$ cat src/rtl/uart_pkt_parser.sv
// Packet parser behind the UART receiver: finds the AA 55 header, checks the length and
// checksum, buffers the payload and releases it as a ready/valid stream once the frame is good.
module uart_pkt_parser #(
    parameter int MAX_LEN     = 16,
    parameter int TIMEOUT_CYC = 50000
) (
    input  logic       clk,
    input  logic       rst_n,
    input  logic [7:0] rx_data,
    input  logic       rx_valid,
    output logic [7:0] cmd,
    output logic [7:0] pld_data,
    output logic       pld_valid,
    input  logic       pld_ready,
    output logic       pld_last,
    output logic       frame_ok,
    output logic       frame_err,
    output logic [1:0] err_code,
    output logic       overrun
);

    // state | meaning
    // IDLE  | hunting for 0xAA
    // HDR2  | expecting 0x55 (0xAA keeps resyncing)
    // LEN   | length byte
    // CMD   | command byte
    // PLD   | payload bytes into the buffer
    // CHK   | checksum byte
    // DRAIN | streaming the buffered payload out
    typedef enum logic [2:0] {
        S_IDLE, S_HDR2, S_LEN, S_CMD, S_PLD, S_CHK, S_DRAIN
    } state_t;

    localparam int IDX_W = (MAX_LEN > 1) ? $clog2(MAX_LEN) : 1;
    localparam int TMO_W = $clog2(TIMEOUT_CYC + 1);
    localparam logic [7:0]       MAX_LEN_B = 8'(MAX_LEN);
    localparam logic [TMO_W-1:0] TMO_LOAD  = TMO_W'(TIMEOUT_CYC);
    localparam logic [IDX_W-1:0] IDX0      = '0;

    state_t           state;
    logic [7:0]       len;
    logic [7:0]       acc;
    logic [7:0]       cmd_sh;
    logic [7:0]       idx;
    logic [7:0]       rd;
    logic [7:0]       rd_nxt;
    logic [7:0]       len_m1;
    logic [TMO_W-1:0] tmo_cnt;
    logic             tmo_hit;
    logic             buf_we;
    logic [7:0]       buf_mem [MAX_LEN];

    assign tmo_hit = (tmo_cnt == '0);
    assign buf_we  = (state == S_PLD) && rx_valid && !tmo_hit;
    assign rd_nxt  = rd + 8'd1;
    assign len_m1  = len - 8'd1;

    // Payload storage carries no reset; its contents only matter between PLD and DRAIN.
    always_ff @(posedge clk) begin
        if (buf_we) begin
            buf_mem[idx[IDX_W-1:0]] <= rx_data;
        end
    end

    always_ff @(posedge clk or negedge rst_n) begin
        if (!rst_n) begin
            state     <= S_IDLE;
            len       <= '0;
            acc       <= '0;
            cmd_sh    <= '0;
            idx       <= '0;
            rd        <= '0;
            tmo_cnt   <= TMO_LOAD;
            cmd       <= '0;
            pld_data  <= '0;
            pld_valid <= 1'b0;
            pld_last  <= 1'b0;
            frame_ok  <= 1'b0;
            frame_err <= 1'b0;
            err_code  <= '0;
            overrun   <= 1'b0;
        end else begin
            frame_ok  <= 1'b0;
            frame_err <= 1'b0;
            overrun   <= 1'b0;
            case (state)
                S_IDLE: begin
                    tmo_cnt <= TMO_LOAD;
                    if (rx_valid && rx_data == 8'hAA) begin
                        state <= S_HDR2;
                    end
                end
                S_DRAIN: begin
                    tmo_cnt <= TMO_LOAD;
                    overrun <= rx_valid;
                    if (pld_ready) begin
                        if (pld_last) begin
                            pld_valid <= 1'b0;
                            pld_last  <= 1'b0;
                            state     <= S_IDLE;
                        end else begin
                            rd       <= rd_nxt;
                            pld_data <= buf_mem[rd_nxt[IDX_W-1:0]];
                            pld_last <= (rd_nxt == len_m1);
                        end
                    end
                end
                default: begin
                    // Expiry wins over a byte arriving in the same cycle; that byte is dropped.
                    if (tmo_hit) begin
                        frame_err <= 1'b1;
                        err_code  <= 2'd3;
                        state     <= S_IDLE;
                    end else if (rx_valid) begin
                        tmo_cnt <= TMO_LOAD;
                        case (state)
                            S_HDR2: begin
                                if (rx_data == 8'h55) begin
                                    state <= S_LEN;
                                end else if (rx_data != 8'hAA) begin
                                    state <= S_IDLE;
                                end
                            end
                            S_LEN: begin
                                if (rx_data == 8'h00 || rx_data > MAX_LEN_B) begin
                                    frame_err <= 1'b1;
                                    err_code  <= 2'd1;
                                    state     <= S_IDLE;
                                end else begin
                                    len   <= rx_data;
                                    acc   <= rx_data;
                                    state <= S_CMD;
                                end
                            end
                            S_CMD: begin
                                cmd_sh <= rx_data;
                                acc    <= acc + rx_data;
                                idx    <= '0;
                                state  <= S_PLD;
                            end
                            S_PLD: begin
                                acc <= acc + rx_data;
                                idx <= idx + 8'd1;
                                if (idx + 8'd1 == len) begin
                                    state <= S_CHK;
                                end
                            end
                            S_CHK: begin
                                if (rx_data == acc) begin
                                    frame_ok  <= 1'b1;
                                    cmd       <= cmd_sh;
                                    rd        <= '0;
                                    pld_data  <= buf_mem[IDX0];
                                    pld_valid <= 1'b1;
                                    pld_last  <= (len == 8'd1);
                                    state     <= S_DRAIN;
                                end else begin
                                    frame_err <= 1'b1;
                                    err_code  <= 2'd2;
                                    state     <= S_IDLE;
                                end
                            end
                            default: state <= S_IDLE;
                        endcase
                    end else begin
                        tmo_cnt <= tmo_cnt - TMO_W'(1);
                    end
                end
            endcase
        end
    end

endmodule

$ cat config.mk
export PLATFORM = sky130hd
export DESIGN_NAME = uart_pkt_parser
export DESIGN_NICKNAME = d
export VERILOG_FILES = /design/src/rtl/uart_pkt_parser.sv
export SDC_FILE = /design/constraint.sdc
export NUM_CORES = 1
export LEC_CHECK = 0
export CAP_MARGIN = 20
export CORE_MARGIN = 10
export CORE_UTILIZATION = 40
export DETAILED_ROUTE_END_ITERATION = 7
export PLACE_DENSITY = 0.67
export SLEW_MARGIN = 0
export SYNTH_ARGS = -nofsm -noshare
export SYNTH_HDL_FRONTEND = slang
export SYNTH_SLANG_ARGS = --single-unit
export TNS_END_PERCENT = 10
$ cat constraint.sdc
create_clock -name clk -period 8.05 [get_ports clk]
set_input_delay 1.61 -clock clk [delete_from_list [all_inputs] [get_ports clk]]
set_output_delay 1.61 -clock clk [all_outputs]
set_load 0.02 [all_outputs]
==> results.yml <==
run_status:
  status: "finished, final reports clean"
global_route:
  grt_pass1_wl_um: 33670
  track_usage_pct: 13.60
  first_global_vias: 5945
  grt_overflow: 0
  antenna_found_initial: 0
  grt_max_degree: 67
clock_network:
  cts_setup_buffers: 0
  path_clk_slew_ns: 0.06
  cts-root-buf: "clkbuf_16"
  cts_buffers: 23
  insertion_delay_ns: 0.52
  cts_resized: 0
  clock-sinks: 210
  cts_tree: "yes"
  clockBufferDepth: 3
  ctsHtreeMaxLevel: 1
  hold_buffers: 0
synthesis:
  post_synth_num_cell_types: 67
  avgSynthCellArea_um2: 13.82
  synth.yosys.seq_area_share_pct: 60.34
  netlist_area_mm2: 0.009783
  synth_ff_type: "edfxtp_1"
  synth_edf_count: 128
  synth_nets: 736
  synthArstFlopShare_pct: 39.05
  synth-seq-cells: 210
  ys_warn_count: 0
  synthCells: 708
sta:
  fmax_mhz: 209.2
  setup_viol: 0
  hold_slack_ns: 0.4902
  final_max_slew_viol_count: 0
  skew_ns: 0.01365
  tns_ns: 0
  layout_setup_ws_ns: 3.269
  post-route-min-period_ns: 4.781
  rsz0062_at_grt: "no"
  hold_violations: 0
  fin_crit_sh_pct: 59.39
  max_slew_margin_pct: 34.73
  max_slew.worst_pin.slew_ns: 0.9791
floorplan:
  ioPinCount: 35
  die_w_um: 176.4
  die_y_um: 176.4
  coreArea_mm2: 0.02418
  std_cell_rows: 57
  start_util_pct: 40.46
  dieArea_mm2: 0.03111
pwr:
  p_leak_nw: 4.079
  ir_drop_v: 0.0001507
  pwr_density_cell_mw_per_mm2: 268.9
  p_total_mw: 3.028
worst_setup_path:
  start_kind: "input pin"
  slowest_stage: "clkdlybuf4s50_1"
  reg2reg_depth: 8
  path_cells: "clkdlybuf4s50_1 -> ha_1 -> nor4_1 -> nand3_1 -> a31oi_1 -> a21oi_1 -> nand2b_1 -> a22o_1"
  cp-end-kind: "flip-flop"
  crit_path_max_fanout: 23
  cp_slowest_stage_delay_ns: 0.97
  cp.required_ns: 8.45
  r2r_slack_ns: 4.73
  crit_arrival_ns: 5.18
  timing.rr.start: "tmo_cnt[0]"
  worstSetupPathType: "in -> reg"
  timing.rr.end: "pld_data[3]"
place:
  place_ws_ns: 2.840
  dp_hpwl_um: 13600
  port_buffers: 34
  gp_congestion: 0.7714
  dp.cells: 1041
drt:
  wire_per_inst_um: 19.66
  vias: 5918
  dr.first_iter.drc_count: 539
  drc: 0
  drt_first_pass_iters: 5
  drt_wl_total_um: 21270
  via_per_inst: 5.470
  antenna_left: 0
layout:
  antennaDiodeCount: 0
  mostFrequentLayoutCells: "edfxtp_1, dfrtp_1, o21ai_0, mux4_2, nor2_1"
  layout.nets: 771
  area_delta_synth_final_pct: 15.10
  layout.cells.non_filler: 1082
  drive_gt1_share_pct: 16.89
  layout_commonest_cell: "edfxtp_1"
  fillCellCount: 2104
min_path:
  hold_end: "cmd_sh[1]"
  hold_path_startpoint: "cmd_sh[1]"
  hold_path_depth: 2
  hold_class: "reg -> reg"
flow_run:
  cap_viol_max_count: 0
-- layout make-up --
cell class | instances | area, um2 | area share (%)
timing repair buffer | 45 | 420.4 | 3.733
clock buffer | 23 | 575.6 | 5.111
tap | 324 | 405.4 | 3.600
clock inverter | 17 | 219.0 | 1.944
multi-input combinational | 442 | 3657 | 32.48
sequential | 210 | 5904 | 52.43
inverter | 21 | 78.83 | 0.7000
-- critical path: cells and delay by family --
kind | cells | cell delay (ns)
compound gates | 3 | 1.11
simple gates | 3 | 1.07
buf+inv | 1 | 0.97
fa+ha+maj | 1 | 0.41
-- synth_stat cells, types with 4 or more instances --
| library cell | number | area share, % |
|---|---|---|
| or4_1 | 6 | 0.46 |
| nand3_1 | 13 | 0.67 |
| nor4_1 | 7 | 0.45 |
| xnor2_1 | 30 | 2.7 |
| edfxtp_1 | 128 | 39 |
| o31ai_1 | 10 | 0.77 |
| mux4_2 | 40 | 9.2 |
| or3_1 | 6 | 0.38 |
| buf_2 | 8 | 0.41 |
| mux2_2 | 19 | 2.2 |
| dfstp_2 | 6 | 1.6 |
| inv_1 | 20 | 0.77 |
| o21ai_0 | 50 | 2.6 |
| nor2_1 | 39 | 1.5 |
| nor3_1 | 14 | 0.72 |
| clkbuf_1 | 25 | 0.96 |
| nand2_1 | 28 | 1.1 |
| nor2b_1 | 7 | 0.45 |
| nand2b_1 | 8 | 0.51 |
| mux2i_1 | 14 | 1.4 |
| nor3b_1 | 4 | 0.31 |
| xor2_1 | 11 | 0.98 |
| nand4_1 | 7 | 0.45 |
| ha_1 | 15 | 1.9 |
| and2_1 | 10 | 0.64 |
| and4_1 | 4 | 0.36 |
| or2_2 | 4 | 0.26 |
| and3_1 | 14 | 0.90 |
| a31oi_1 | 4 | 0.26 |
| dfrtp_1 | 76 | 19 |
| a21oi_1 | 28 | 1.4 |
-- registers in the layout, summed over array words and instances (netlist names) --
name and count:
acc 8, cmd_sh 8, overrun 1, cmd 8, err_code 2, pld_valid 1
frame_ok 1, idx 8, state 3, buf_mem 128, frame_err 1, pld_last 1
tmo_cnt 16, rd 8, pld_data 8, len 8
-- worst max path at each step --
stage | cells past startpoint | slack (ns) | endpoint | start
floorplan | 6 | 4.37 | cmd[0] | rx_data[2]
global placement | 8 | 2.98 | rd[1] | rx_data[2]
detailed placement | 8 | 2.84 | rd[1] | rx_data[2]
CTS | 8 | 3.37 | rd[1] | rx_data[2]
global route | 8 | 3.17 | rd[1] | rx_data[4]
finish | 8 | 3.27 | rd[1] | rx_data[2]
-- layer usage --
metal	vias up	wire length (um)	global-route usage (%)
met5	-	0	0
met4	0	441	3.923
met3	36	1250	2.349
met2	177	10040	21.56
met1	2941	9543	18.84
li1	2764	-	-
-- power breakdown --
| group | total (mW) | internal (mW) | switching (mW) |
|---|---|---|---|
| logic | 0.594 | 0.269 | 0.325 |
| registers | 1.33 | 1.23 | 0.0943 |
| clock network | 1.10 | 0.682 | 0.423 |
| total | 3.03 | 2.19 | 0.842 |
-- through the flow --
| step | utilization, % | instance area, um2 |
|---|---|---|
| 2_1_floorplan | - | 9783 |
| 6_report | 46.58 | 11260 |
| 5_1_grt | 46.58 | 11260 |
| 4_1_cts | 46.55 | 11250 |
| 3_3_place_gp | 43.26 | 10460 |
| 3_5_place_dp | 43.26 | 10460 |
-- kinds of logic (layout without fill, tap and decap cells) --
| kind of cell | count (synthesis) | count (layout) | synth area share (%) |
|---|---|---|---|
| simple gates | 186 | 186 | 10.79 |
| flops | 210 | 210 | 60.34 |
| xor+xnor | 42 | 42 | 3.837 |
| mux | 73 | 73 | 12.83 |
| fa+ha+maj | 16 | 16 | 2.123 |
| compound gates | 125 | 125 | 7.750 |
| buf+inv | 56 | 106 | 2.328 |
(Power assumes the default switching activity.)
